## src/rtl/cpu_sequencer_pkg.sv

```systemverilog
// Shared definitions for the instruction-cycle sequencer: state width and state codes.
// Control_Unit and benches import the same codes so that the st output decodes consistently.
package cpu_sequencer_pkg;

  localparam int ST_W = 3;

  localparam logic [ST_W-1:0] ST_RESET    = 3'd0;
  localparam logic [ST_W-1:0] ST_FETCH    = 3'd1;
  localparam logic [ST_W-1:0] ST_DECODE   = 3'd2;
  localparam logic [ST_W-1:0] ST_EXECUTE  = 3'd3;
  localparam logic [ST_W-1:0] ST_MEM_WAIT = 3'd4;
  localparam logic [ST_W-1:0] ST_HALT     = 3'd5;
  localparam logic [ST_W-1:0] ST_FAULT    = 3'd6;

endpackage

```

## src/rtl/cpu_sequencer_if.sv

```systemverilog
// Handshake bundle between the sequencer and instrMem/dataMem/Control_Unit.
// The master side is the sequencer; the slave side is the memories and decode logic.
interface cpu_sequencer_if #(
  parameter int PC_W = 10
);
  logic            imem_req;
  logic            imem_ack;
  logic            ir_load;
  logic            cu_en;
  logic            bra;
  logic            hlt;
  logic [PC_W-1:0] badr;
  logic            mem_op;
  logic            exec_en;
  logic            mem_req;
  logic            mem_ack;
  logic            resume;

  modport master (
    output imem_req, ir_load, cu_en, exec_en, mem_req,
    input  imem_ack, bra, hlt, badr, mem_op, mem_ack, resume
  );

  modport slave (
    input  imem_req, ir_load, cu_en, exec_en, mem_req,
    output imem_ack, bra, hlt, badr, mem_op, mem_ack, resume
  );
endinterface

```

## src/rtl/cpu_sequencer_pc_unit.sv

```systemverilog
// Program counter with branch-target formation (absolute or PC-relative) and increment.
// A branch load takes precedence over an increment; the FSM never raises both at once.
module cpu_sequencer_pc_unit #(
  parameter int              PC_W      = 10,
  parameter logic [PC_W-1:0] RESET_VEC = '0,
  parameter bit              BRA_REL   = 1'b0
) (
  input  logic            clk,
  input  logic            rst,
  input  logic            load,
  input  logic            inc,
  input  logic [PC_W-1:0] badr,
  output logic [PC_W-1:0] pc
);

  logic [PC_W-1:0] target;

  // Two's-complement offset addition is plain modulo-2^PC_W addition.
  assign target = BRA_REL ? (pc + badr) : badr;

  always_ff @(posedge clk or negedge rst) begin
    if (!rst) begin
      pc <= RESET_VEC;
    end else if (load) begin
      pc <= target;
    end else if (inc) begin
      pc <= pc + PC_W'(1);
    end
  end

endmodule

```

## src/rtl/cpu_sequencer.sv

```systemverilog
// Multicycle instruction sequencer: FSM, PC, memory-wait timeout and retired-instruction counter.
//   state    | meaning
//   RESET    | idle after reset, all strobes low
//   FETCH    | imem_req held until imem_ack, ir_load mirrors ack
//   DECODE   | one-cycle cu_en; resolves halt / branch / execute
//   EXECUTE  | one-cycle exec_en; mem_req when the instruction needs dataMem
//   MEM_WAIT | mem_req held until mem_ack or timeout
//   HALT     | halted until resume
//   FAULT    | memory timeout, sticky until reset
module cpu_sequencer
  import cpu_sequencer_pkg::*;
#(
  parameter int PC_W        = 10,
  parameter int RESET_VEC   = 0,
  parameter bit BRA_REL     = 1'b0,
  parameter int MEM_TIMEOUT = 15,
  parameter int CNT_W       = 16
) (
  input  logic               clk,
  input  logic               rst,
  cpu_sequencer_if.master    bus,
  output logic [PC_W-1:0]    pc,
  output logic [ST_W-1:0]    st,
  output logic               halted,
  output logic               fault,
  output logic [CNT_W-1:0]   retired
);

  localparam int TO_W = (MEM_TIMEOUT < 2) ? 1 : $clog2(MEM_TIMEOUT + 1);
  localparam logic [TO_W-1:0] TO_LAST = TO_W'((MEM_TIMEOUT > 0) ? (MEM_TIMEOUT - 1) : 0);

  logic [ST_W-1:0] state;
  logic [ST_W-1:0] state_nxt;
  logic [TO_W-1:0] to_cnt;
  logic            to_hit;
  logic            to_clr;
  logic            to_inc;
  logic            pc_load;
  logic            pc_inc;
  logic            ret_inc;

  // The cycle that brings the wait count to MEM_TIMEOUT faults even if ack arrives in it.
  assign to_hit = (MEM_TIMEOUT != 0) && (to_cnt == TO_LAST);

  always_ff @(posedge clk or negedge rst) begin
    if (!rst) begin
      state <= ST_RESET;
    end else begin
      state <= state_nxt;
    end
  end

  always_comb begin
    state_nxt = state;
    case (state)
      ST_RESET:    state_nxt = ST_FETCH;
      ST_FETCH:    if (bus.imem_ack) state_nxt = ST_DECODE;
      ST_DECODE: begin
        if (bus.hlt)      state_nxt = ST_HALT;
        else if (bus.bra) state_nxt = ST_FETCH;
        else              state_nxt = ST_EXECUTE;
      end
      ST_EXECUTE: begin
        if (!bus.mem_op || bus.mem_ack) state_nxt = ST_FETCH;
        else                            state_nxt = ST_MEM_WAIT;
      end
      ST_MEM_WAIT: begin
        if (to_hit)           state_nxt = ST_FAULT;
        else if (bus.mem_ack) state_nxt = ST_FETCH;
      end
      ST_HALT:     if (bus.resume) state_nxt = ST_FETCH;
      ST_FAULT:    state_nxt = ST_FAULT;
      default:     state_nxt = ST_RESET;
    endcase
  end

  always_comb begin
    bus.imem_req = 1'b0;
    bus.ir_load  = 1'b0;
    bus.cu_en    = 1'b0;
    bus.exec_en  = 1'b0;
    bus.mem_req  = 1'b0;
    halted       = 1'b0;
    fault        = 1'b0;
    pc_load      = 1'b0;
    pc_inc       = 1'b0;
    ret_inc      = 1'b0;
    to_clr       = 1'b0;
    to_inc       = 1'b0;
    case (state)
      ST_FETCH: begin
        bus.imem_req = 1'b1;
        bus.ir_load  = bus.imem_ack;
      end
      ST_DECODE: begin
        bus.cu_en = 1'b1;
        if (!bus.hlt && bus.bra) begin
          pc_load = 1'b1;
          ret_inc = 1'b1;
        end
      end
      ST_EXECUTE: begin
        bus.exec_en = 1'b1;
        bus.mem_req = bus.mem_op;
        if (!bus.mem_op || bus.mem_ack) begin
          pc_inc  = 1'b1;
          ret_inc = 1'b1;
        end else begin
          to_clr = 1'b1;
        end
      end
      ST_MEM_WAIT: begin
        bus.mem_req = 1'b1;
        if (!to_hit && bus.mem_ack) begin
          pc_inc  = 1'b1;
          ret_inc = 1'b1;
        end else if (!to_hit) begin
          to_inc = 1'b1;
        end
      end
      ST_HALT: begin
        halted = 1'b1;
        if (bus.resume) begin
          pc_inc  = 1'b1;
          ret_inc = 1'b1;
        end
      end
      ST_FAULT: fault = 1'b1;
      default: ;
    endcase
  end

  always_ff @(posedge clk or negedge rst) begin
    if (!rst) begin
      to_cnt <= '0;
    end else if (to_clr) begin
      to_cnt <= '0;
    end else if (to_inc) begin
      to_cnt <= to_cnt + TO_W'(1);
    end
  end

  always_ff @(posedge clk or negedge rst) begin
    if (!rst) begin
      retired <= '0;
    end else if (ret_inc) begin
      retired <= retired + CNT_W'(1);
    end
  end

  cpu_sequencer_pc_unit #(
    .PC_W      (PC_W),
    .RESET_VEC (PC_W'(RESET_VEC)),
    .BRA_REL   (BRA_REL)
  ) u_pc_unit (
    .clk  (clk),
    .rst  (rst),
    .load (pc_load),
    .inc  (pc_inc),
    .badr (bus.badr),
    .pc   (pc)
  );

  assign st = state;

endmodule

```

## src/flat_wrapper.sv

```systemverilog
// flat-port wrapper written by rule: the top's interface ports become plain ports
module cpu_sequencer_flat import cpu_sequencer_pkg::*;
#(
  parameter int PC_W        = 10,
  parameter int RESET_VEC   = 0,
  parameter bit BRA_REL     = 1'b0,
  parameter int MEM_TIMEOUT = 15,
  parameter int CNT_W       = 16
)
  (clk, rst, pc, st, halted, fault, retired, bus_imem_req, bus_ir_load, bus_cu_en, bus_exec_en, bus_mem_req, bus_imem_ack, bus_bra, bus_hlt, bus_badr, bus_mem_op, bus_mem_ack, bus_resume);
  cpu_sequencer_if #(.PC_W(PC_W)) bus_i ();
  input  logic clk;
  input  logic rst;
  output logic [PC_W-1:0] pc;
  output logic [ST_W-1:0] st;
  output logic halted;
  output logic fault;
  output logic [CNT_W-1:0] retired;
  output wire logic [$bits(bus_i.imem_req)-1:0] bus_imem_req;
  output wire logic [$bits(bus_i.ir_load)-1:0] bus_ir_load;
  output wire logic [$bits(bus_i.cu_en)-1:0] bus_cu_en;
  output wire logic [$bits(bus_i.exec_en)-1:0] bus_exec_en;
  output wire logic [$bits(bus_i.mem_req)-1:0] bus_mem_req;
  input wire logic [$bits(bus_i.imem_ack)-1:0] bus_imem_ack;
  input wire logic [$bits(bus_i.bra)-1:0] bus_bra;
  input wire logic [$bits(bus_i.hlt)-1:0] bus_hlt;
  input wire logic [$bits(bus_i.badr)-1:0] bus_badr;
  input wire logic [$bits(bus_i.mem_op)-1:0] bus_mem_op;
  input wire logic [$bits(bus_i.mem_ack)-1:0] bus_mem_ack;
  input wire logic [$bits(bus_i.resume)-1:0] bus_resume;
  assign bus_imem_req = bus_i.imem_req;
  assign bus_ir_load = bus_i.ir_load;
  assign bus_cu_en = bus_i.cu_en;
  assign bus_exec_en = bus_i.exec_en;
  assign bus_mem_req = bus_i.mem_req;
  assign bus_i.imem_ack = bus_imem_ack;
  assign bus_i.bra = bus_bra;
  assign bus_i.hlt = bus_hlt;
  assign bus_i.badr = bus_badr;
  assign bus_i.mem_op = bus_mem_op;
  assign bus_i.mem_ack = bus_mem_ack;
  assign bus_i.resume = bus_resume;
  cpu_sequencer #(.PC_W(PC_W), .RESET_VEC(RESET_VEC), .BRA_REL(BRA_REL), .MEM_TIMEOUT(MEM_TIMEOUT), .CNT_W(CNT_W)) u_core (.clk(clk), .rst(rst), .bus(bus_i), .pc(pc), .st(st), .halted(halted), .fault(fault), .retired(retired));
endmodule
```

## config.mk

```make
export PLATFORM = sky130hd
export DESIGN_NAME = cpu_sequencer_flat
export DESIGN_NICKNAME = d
export VERILOG_FILES = /design/src/rtl/cpu_sequencer_pkg.sv /design/src/rtl/cpu_sequencer_if.sv /design/src/rtl/cpu_sequencer_pc_unit.sv /design/src/rtl/cpu_sequencer.sv /design/src/flat_wrapper.sv
export SDC_FILE = /design/constraint.sdc
export NUM_CORES = 1
export LEC_CHECK = 0
export ABC_CLOCK_PERIOD_IN_PS = 6250
export CAP_MARGIN = 20
export CORE_MARGIN = 8
export CORE_UTILIZATION = 51
export DETAILED_ROUTE_END_ITERATION = 12
export PLACE_DENSITY = 0.95
export SLEW_MARGIN = 30
export SYNTH_ARGS = -nofsm -noshare
export SYNTH_HDL_FRONTEND = slang
export SYNTH_HIERARCHICAL = 1
export SYNTH_SLANG_ARGS = --single-unit
export TNS_END_PERCENT = 5
```

## constraint.sdc

```tcl
create_clock -name clk -period 6.25 [get_ports clk]
set_input_delay 1.25 -clock clk [delete_from_list [all_inputs] [get_ports clk]]
set_output_delay 1.25 -clock clk [all_outputs]
set_load 0.005 [all_outputs]
```

# After elaboration in Yosys (flattened, before gate mapping)
# Index checks and enable logic that the tools add are counted.
totals:
  regBits: 33
  input_bits: 18
  output_inout_bits: 36
  word_cells: 58
classes:
  add_sub_neg: 3
  eq_ne: 10
  mux: 31
  reduce_logical: 10
op_table:
  columns: ["op", "count"]
  rows:
  - ["case mux 3 bit (7 select lines)", 1]
  - ["2-to-1 mux 10 bit", 2]
  - ["2-to-1 mux 3 bit", 6]
  - ["adder 16 x 1 -> 16 bit, second input constant", 1]
  - ["2-to-1 mux 1 bit", 16]
  - ["adder 10 x 1 -> 10 bit, second input constant", 1]
  - ["== test 3 bit, second input constant", 3]
  - ["2-to-1 mux 4 bit", 2]
  - ["== test 3 x 2 -> 1 bit, second input constant", 2]
  - ["adder 4 x 1 -> 4 bit, second input constant", 1]
  - ["== test 4 bit, second input constant", 1]
  - ["!= test 2 bit, second input constant", 2]
  - ["case mux 1 bit (4 select lines)", 1]
  - ["nonzero test 2 bit", 2]
  - ["== test 3 x 1 -> 1 bit, second input constant", 1]
  - ["logical NOT 1 bit", 3]
  - ["logical NOT 3 bit", 1]
  - ["!= test 3 x 2 -> 1 bit, second input constant", 1]
  - ["case mux 1 bit (3 select lines)", 1]
  - ["AND reduction 3 bit", 1]
  - ["logical AND 1 bit", 2]
  - ["2-to-1 mux 2 bit", 1]
  - ["case mux 1 bit (2 select lines)", 1]
  - ["logical OR 1 bit", 1]

# Depth between registers and ports, before layout
# Gate-level depths: netlist of the first run.
depth:
  depth_word: 7
  mapped_depth: 11
  depth_no_buf: 9

# Hierarchy
# Netlist of the first run, hierarchy kept.
modules_own_cells:
  columns: ["module", "instances", "cells_each", "area_each_um2", "seq_area_each_um2"]
  rows:
  - ["cpu_sequencer", 1, 125, 1281.2, 575.6]
  - ["cpu_sequencer_pc_unit", 1, 61, 566.8, 250.2]

# Worst setup path after synthesis of the first run
# OpenSTA, ideal clock, no wires.
synth_timing:
  path_type: "input port to flip-flop"
  start: "in bus_mem_ack"
  end: "reg u_core.u_pc_unit.pc[8]"
  setup_ps: 126
  t_arrival_ps: 2745
  required_time_ps: 6124
  setup_slack_ps: 3379
  path_stages: 9
  path_buffers: 2
  path_cell_list: "nand2b_1 > a22o_1 > a22oi_4 > buf_4 > inv_1 > buf_2 > nand2_1 > nor3_1 > a221o_1"
synth_between:
  elab_chain_len: 4
  word_cells_on_any_way: 6
  classes_between: "3 x mux; 3 x reduce/logical"
synth_rtl:
  columns: ["item", "line_no", "source"]
  rows:
  - ["start: declaration", "flat_wrapper.sv:29", "input wire logic [$bits(bus_i.mem_ack)-1:0] bus_mem_ack;"]
  - ["logical AND 1 bit or logical OR 1 bit (tied branches)", "cpu_sequencer.sv:114, cpu_sequencer.sv:105", null]
  - ["2-to-1 mux 1 bit, on equally long branches", "cpu_sequencer.sv:114, cpu_sequencer.sv:105", null]
  - ["case mux 1 bit (3 select lines) (*)", "cpu_sequencer.sv:90", "case (state)"]
  - ["via u_core.pc_inc", "cpu_sequencer.sv:39", "logic pc_inc;"]
  - ["nonzero test 2 bit (no source line) (*)", null, null]
  - ["end signal: assignment", "cpu_sequencer_pc_unit.sv:25", "pc <= target;"]
  - ["end signal: assignment", "cpu_sequencer_pc_unit.sv:27", "pc <= pc + PC_W'(1);"]
  - ["end: declaration", "cpu_sequencer_pc_unit.sv:13", "output logic [PC_W-1:0] pc"]
# Mark *: on every way through the listed nets, which the timed path passes. The rest lies on a longest branch.
# A chain may end at the register's enable or synchronous reset.

# Worst setup path after layout of the first run
layout_timing:
  start: "in bus_mem_op"
  end: "out bus_mem_req"
layout_between:
  elab_chain_len: 1
layout_rtl:
  columns: ["item", "line_no", "source"]
  rows:
  - ["start: declaration", "flat_wrapper.sv:28", "input wire logic [$bits(bus_i.mem_op)-1:0] bus_mem_op;"]
  - ["case mux 1 bit (2 select lines)", "cpu_sequencer.sv:90", null]
  - ["end: declaration", "flat_wrapper.sv:23", "output wire logic [$bits(bus_i.mem_req)-1:0] bus_mem_req;"]
# Every way passes these cells.

==> flow_metrics.env, run 1 <==
export IMPL_p_leak_nw=1.11
export IMPL_crit_type="input port to output pin"
export IMPL_cts_resized_gates=0
export IMPL_worst_slew_pin_transition_ps=571
export IMPL_die_w_um=76.2
export IMPL_routed_wl_mm=4.43
export IMPL_setup_viol_count_final=0
export IMPL_fin_total_pwr_w=0.000889
export IMPL_synth_ff_type="dfrtp_1"
export IMPL_synth_area_leaders="dfrtp_1 (45%), xor2_1 (9.0%), nand2_1 (4.1%), nand3_1 (3.5%), ha_1 (2.7%)"
export IMPL_async_flop_share_pct=100
export IMPL_cap_violations=0
export IMPL_io_buffers=53
export IMPL_n_fill_cell=283
export IMPL_cts_sinks=33
export IMPL_core_area_um2=3580
export IMPL_final_area_um2=2480
export IMPL_synth_most_common_cell="dfrtp_1"
export IMPL_htreeDepth=2
export IMPL_synth_common_cells="dfrtp_1 (33), nand2_1 (20), xor2_1 (19), nand3_1 (13), nor2_1 (13)"
export IMPL_clk_latency_ps=340
export IMPL_avgSynthCellArea_um2=9.94
export IMPL_ctsLongestPathBuffers=2
export IMPL_slew_violations=0
export IMPL_vdd_drop_max_mv=0.240
export IMPL_initial_core_util_pct=51.6
export IMPL_synth_top_area_share_pct=44.7
export IMPL_numCtsBuffers=5
export IMPL_worstPathRequired_ps=5000
export IMPL_vias=1596
export IMPL_synth_edf_count=0
export IMPL_fmax_ghz=0.270
export IMPL_grt_use_total_pct=15.6
export IMPL_synth_area_um2=1850
export IMPL_dieArea_um2=5810
export IMPL_hp_class="flip-flop to flip-flop"
export IMPL_synth_seq_cells=33
export IMPL_diodes=0
export IMPL_cp_max_fo=2
export IMPL_layout_drive_gt1_share_pct=7.02
export IMPL_postCtsHoldBufs=0
export IMPL_ioPinCount=54
export IMPL_placed_cell_area_um2=2420
export IMPL_syn_nets=208
export IMPL_nets=264
export IMPL_routedWlPerCell_um=15.3
export IMPL_slew_headroom_pct=61.7
export IMPL_ys_seq_area_share_pct=44.7
export IMPL_grt_pass1_vias=1615
export IMPL_synth_cell_types=45
export IMPL_overflow=0
export IMPL_clk_pin_slew_ps=90
export IMPL_post_route_min_period_ps=3700
export IMPL_drt_initial_drc_count=117
export IMPL_cp_start_kind="input port"
export IMPL_synth_warnings=6
export IMPL_grt_setup_unrepaired="no"
export IMPL_viasPerCell=5.50
export IMPL_hold_violations=0
export IMPL_die_h_um=76.2
export IMPL_drt_first_pass_iters=4
export IMPL_skew_ps=8.02
export IMPL_cts_setup_buffers=0
export IMPL_worstPathArrival_ps=2450
export IMPL_tns_ps=0
export IMPL_holdPathStages=1
export IMPL_syn2layout_area_growth_pct=34.1
export IMPL_hpwlAfterDp_mm=3.27
export IMPL_synth_top_area_cell="dfrtp_1"
export IMPL_grt_max_degree=34
export IMPL_fin_crit_sh_pct=59.2
export IMPL_crit_path_end_kind="output pin"
export IMPL_grt_pass1_wl_mm=7.42
export IMPL_netlist_instances=186
export IMPL_drc=0
export IMPL_worst_r2r_path_depth=9
export IMPL_powerDensity_nw_per_um2=359
export IMPL_tritoncts="built"
export IMPL_cts_root_buf="clkbuf_4"
export IMPL_final_antenna_net_count=0
export IMPL_antenna_found_initial=0
export IMPL_gp_congestion=0.809
export IMPL_num_rows=22
export IMPL_status="complete, no violations"
routing by layer:
layer / wire length (um) / share of wire, % / vias to the layer above / track usage, %
met4: 138 / 3.1 / 0 / 11.0
met3: 253 / 5.7 / 11 / 4.60
met1: 1860 / 42 / 755 / 16.8
li1: - / - / 782 / -
met5: 0 / 0 / - / 0
met2: 2180 / 49 / 48 / 25.7
through the flow:
stage	hold slack [ps]	setup slack, ps	cells	utilization [%]
global route	518	2500	290	69.2
floorplan	465	3380	186	-
finish	469	2550	290	69.2
detailed placement	456	2550	283	67.7
global placement	458	2610	283	67.7
CTS	473	2550	290	69.2
logic make-up (layout without fill, tap and decap cells):
| logic type | Yosys count | count (layout) | synth area share, % |
|---|---|---|---|
| flip-flops | 33 | 33 | 44.7 |
| AO/OA/AOI/OAI | 39 | 39 | 16.0 |
| adder cells (fa/ha/maj) | 4 | 4 | 2.71 |
| buffers and inverters | 12 | 68 | 2.71 |
| AND/OR/NAND/NOR | 73 | 73 | 21.7 |
| XOR/XNOR | 22 | 22 | 10.4 |
| multiplexers | 3 | 3 | 1.69 |
where the power goes:
group / total, W / switching [W] / leakage (nW) / internal [W]
registers: 0.000370 / 0.0000978 / 0.423 / 0.000272
logic: 0.000395 / 0.000173 / 0.652 / 0.000222
clock network: 0.000124 / 0.0000712 / 0.0314 / 0.0000531
total: 0.000889 / 0.000342 / 1.11 / 0.000547
worst paths after layout:
path                                                     start                                  to  slack, ps
worst max-delay path                                bus_mem_op                         bus_mem_req       2550
worst min-delay path            u_core/retired[15]$_DFFE_PN0P_      u_core/retired[15]$_DFFE_PN0P_        470
worst max register to register    u_core/to_cnt[0]$_DFFE_PN0P_  u_core/u_pc_unit/pc[8]$_DFFE_PN0P_       3800
worst min register to register  u_core/retired[15]$_DFFE_PN0P_      u_core/retired[15]$_DFFE_PN0P_        470
max in group asynchronous                                  rst        u_core/to_cnt[2]$_DFFE_PN0P_       4650
min in group asynchronous                                  rst      u_core/retired[15]$_DFFE_PN0P_       1300
sequential cells by signal (all words and copies together) (netlist names):
| register | flops |
|---|---|
| u_core/u_pc_unit/pc | 10 |
| u_core/retired | 16 |
| u_core/st | 3 |
| u_core/to_cnt | 4 |
cell type report:
| cell class | instances | area (um2) | share of cell area (%) |
|---|---|---|---|
| Inverter | 7 | 26.3 | 1.06 |
| Clock buffer | 7 | 55.1 | 2.22 |
| Sequential cell | 33 | 826 | 33.3 |
| Timing Repair Buffer | 54 | 538 | 21.7 |
| Multi-Input combinational cell | 141 | 972 | 39.2 |
| Tap cell | 48 | 60.1 | 2.42 |
worst max-delay path: stages:
cell and delay, ps:
clkdlybuf4s50_1 470, nand2_1 50, o21ai_0 100, clkdlybuf4s50_1 580
layout by cell type, fill, tap and decap left out, drive strengths merged, types with 3 or more instances in the layout:
cell type	n
o21ai	7
clkdlybuf4s50	53
dfrtp	33
nor2b	4
ha	4
inv	7
nand2	22
a22oi	3
nand2b	3
nor3	4
xnor2	3
a21oi	9
nand3	13
a211oi	4
o211ai	3
or4	3
nand4	5
xor2	19
clkbuf	7
nor2	13
(Power assumes the default switching activity.)
==> inputs of run 2 (changes only) <==
--- a/config.mk
+++ b/config.mk
@@ -5,12 +5,12 @@
 export SDC_FILE = /design/constraint.sdc
 export NUM_CORES = 1
 export LEC_CHECK = 0
-export ABC_CLOCK_PERIOD_IN_PS = 6250
+export ABC_CLOCK_PERIOD_IN_PS = 3120
 export CAP_MARGIN = 20
 export CORE_MARGIN = 8
-export CORE_UTILIZATION = 51
+export CORE_UTILIZATION = 43
 export DETAILED_ROUTE_END_ITERATION = 12
-export PLACE_DENSITY = 0.95
+export PLACE_DENSITY = 0.87
 export SLEW_MARGIN = 30
 export SYNTH_ARGS = -nofsm -noshare
 export SYNTH_HDL_FRONTEND = slang
==> constraint.sdc (replaced) <==
create_clock -name clk -period 3.12 [get_ports clk]
set_input_delay 0.624 -clock clk [delete_from_list [all_inputs] [get_ports clk]]
set_output_delay 0.624 -clock clk [all_outputs]
set_load 0.005 [all_outputs]
==> flow_metrics.env, run 2 (synthesis gave the netlist of run 1 again) <==
export IMPL_fin_crit_sh_pct=80.4
export IMPL_hp_class="flip-flop to flip-flop"
export IMPL_cap_violations=0
export IMPL_ctsLongestPathBuffers=2
export IMPL_worst_slew_pin_transition_ps=632
export IMPL_grt_max_degree=34
export IMPL_final_antenna_net_count=0
export IMPL_fmax_ghz=0.399
export IMPL_cts_resized_gates=0
export IMPL_routed_wl_mm=4.41
export IMPL_p_leak_nw=1.14
export IMPL_worstPathRequired_ps=3290
export IMPL_overflow=0
export IMPL_vdd_drop_max_mv=0.450
export IMPL_setup_viol_count_final=0
export IMPL_viasPerCell=5.40
export IMPL_hold_violations=0
export IMPL_gp_congestion=0.819
export IMPL_num_rows=24
export IMPL_cp_max_fo=7
export IMPL_cts_root_buf="clkbuf_8"
export IMPL_hpwlAfterDp_mm=3.25
export IMPL_drc=0
export IMPL_htreeDepth=2
export IMPL_numCtsBuffers=5
export IMPL_powerDensity_nw_per_um2=746
export IMPL_drt_first_pass_iters=4
export IMPL_initial_core_util_pct=43.6
export IMPL_largest_reg_flops=16
export IMPL_die_w_um=81.6
export IMPL_routedWlPerCell_um=14.9
export IMPL_clk_latency_ps=290
export IMPL_worstPathArrival_ps=2680
export IMPL_tritoncts="built"
export IMPL_postCtsHoldBufs=0
export IMPL_cts_sinks=33
export IMPL_diodes=0
export IMPL_syn2layout_area_growth_pct=37.6
export IMPL_ioPinCount=54
export IMPL_grt_use_total_pct=14.4
export IMPL_status="complete, no violations"
export IMPL_crit_path_end_kind="flip-flop"
export IMPL_layout_drive_gt1_share_pct=8.57
export IMPL_clk_pin_slew_ps=70
export IMPL_antenna_found_initial=0
export IMPL_cts_setup_buffers=0
export IMPL_dieArea_um2=6650
export IMPL_final_common_cell="clkdlybuf4s50_1"
export IMPL_drt_initial_drc_count=93
export IMPL_crit_type="input port to flip-flop"
export IMPL_grt_setup_unrepaired="no"
export IMPL_vias=1603
export IMPL_grt_pass1_wl_mm=7.42
export IMPL_die_h_um=81.6
export IMPL_io_buffers=53
export IMPL_core_area_um2=4230
export IMPL_regMostFlops="u_core/retired"
export IMPL_cp_start_kind="input port"
export IMPL_slew_violations=0
export IMPL_nets=266
export IMPL_post_route_min_period_ps=2510
export IMPL_final_area_um2=2540
export IMPL_placed_cell_area_um2=2440
export IMPL_skew_ps=1.94
export IMPL_mostFrequentLayoutCells="clkdlybuf4s50_1 (53), dfrtp_1 (33), nand2_1 (20)"
export IMPL_grt_pass1_vias=1655
export IMPL_top_regs="u_core/retired x16, u_core/u_pc_unit/pc x10, u_core/to_cnt x4"
export IMPL_slew_headroom_pct=57.5
export IMPL_tns_ps=0
==> run 2: cell types whose count changed in the layout (fill, tap and decap cells not counted) <==
cell / previous run / this run
clkbuf_8: 1 / 7
clkbuf_4: 5 / 0
buf_4: 1 / 3
clkbuf_1: 1 / 0
clkinv_2: 0 / 1
==> run 2: per-layer routing <==
metal	global-route usage, %	wire [um]	vias to the layer above
li1	-	-	786
met4	8.04	129	0
met3	4.38	283	10
met1	16.5	1900	759
met2	23.5	2100	48
met5	0	0	-
==> run 2: path summary, 6_finish.rpt <==
check	startpoint	to	slack [ps]	cells after the start
worst min register to register	u_core/retired[15]$_DFFE_PN0P_	u_core/retired[15]$_DFFE_PN0P_	470	1
min in group asynchronous	rst	u_core/retired[11]$_DFFE_PN0P_	720	2
worst max-delay path	bus_mem_ack	u_core/u_pc_unit/pc[8]$_DFFE_PN0P_	610	8
max in group asynchronous	rst	u_core/u_pc_unit/pc[2]$_DFFE_PN0P_	2100	2
worst min-delay path	u_core/retired[15]$_DFFE_PN0P_	u_core/retired[15]$_DFFE_PN0P_	470	1
worst max register to register	u_core/to_cnt[0]$_DFFE_PN0P_	u_core/u_pc_unit/pc[8]$_DFFE_PN0P_	840	9
==> run 2: report_power, final <==
group	total, W	internal (W)	switching, W
logic	0.000795	0.000456	0.000339
clock network	0.000358	0.000199	0.000159
registers	0.000745	0.000546	0.000199
total	0.00190	0.00120	0.000697
==> run 2: layout make-up <==
class	instances	area (um2)
Sequential cell	33	826
Timing Repair Buffer	56	553
Clock buffer	7	96.3
Inverter	7	26.3
Multi-Input combinational cell	141	972
Tap cell	52	65.1
Clock inverter	1	5.00
Fill cell	352	1690
==> run 2: through the flow <==
stage                     utilization, %  instances  total power [W]  hold WS [ps]  setup slack [ps]
after floorplan                        -        186          0.00113           328               774
after global placement              57.7        289          0.00153           457               399
after detailed placement            57.7        289          0.00155           456               336
after CTS                           60.1        297          0.00192           470               633
after global routing                60.1        297          0.00204           477               447
final                               60.1        297          0.00190           466               612
==> run 2: critical path, stage by stage <==
cell             delay (ps)
clkdlybuf4s50_1         590
nand2b_1                200
a22o_1                  190
a22oi_4                  90
inv_1                   200
nand2_1                 170
o311a_1                 360
a221o_1                 250
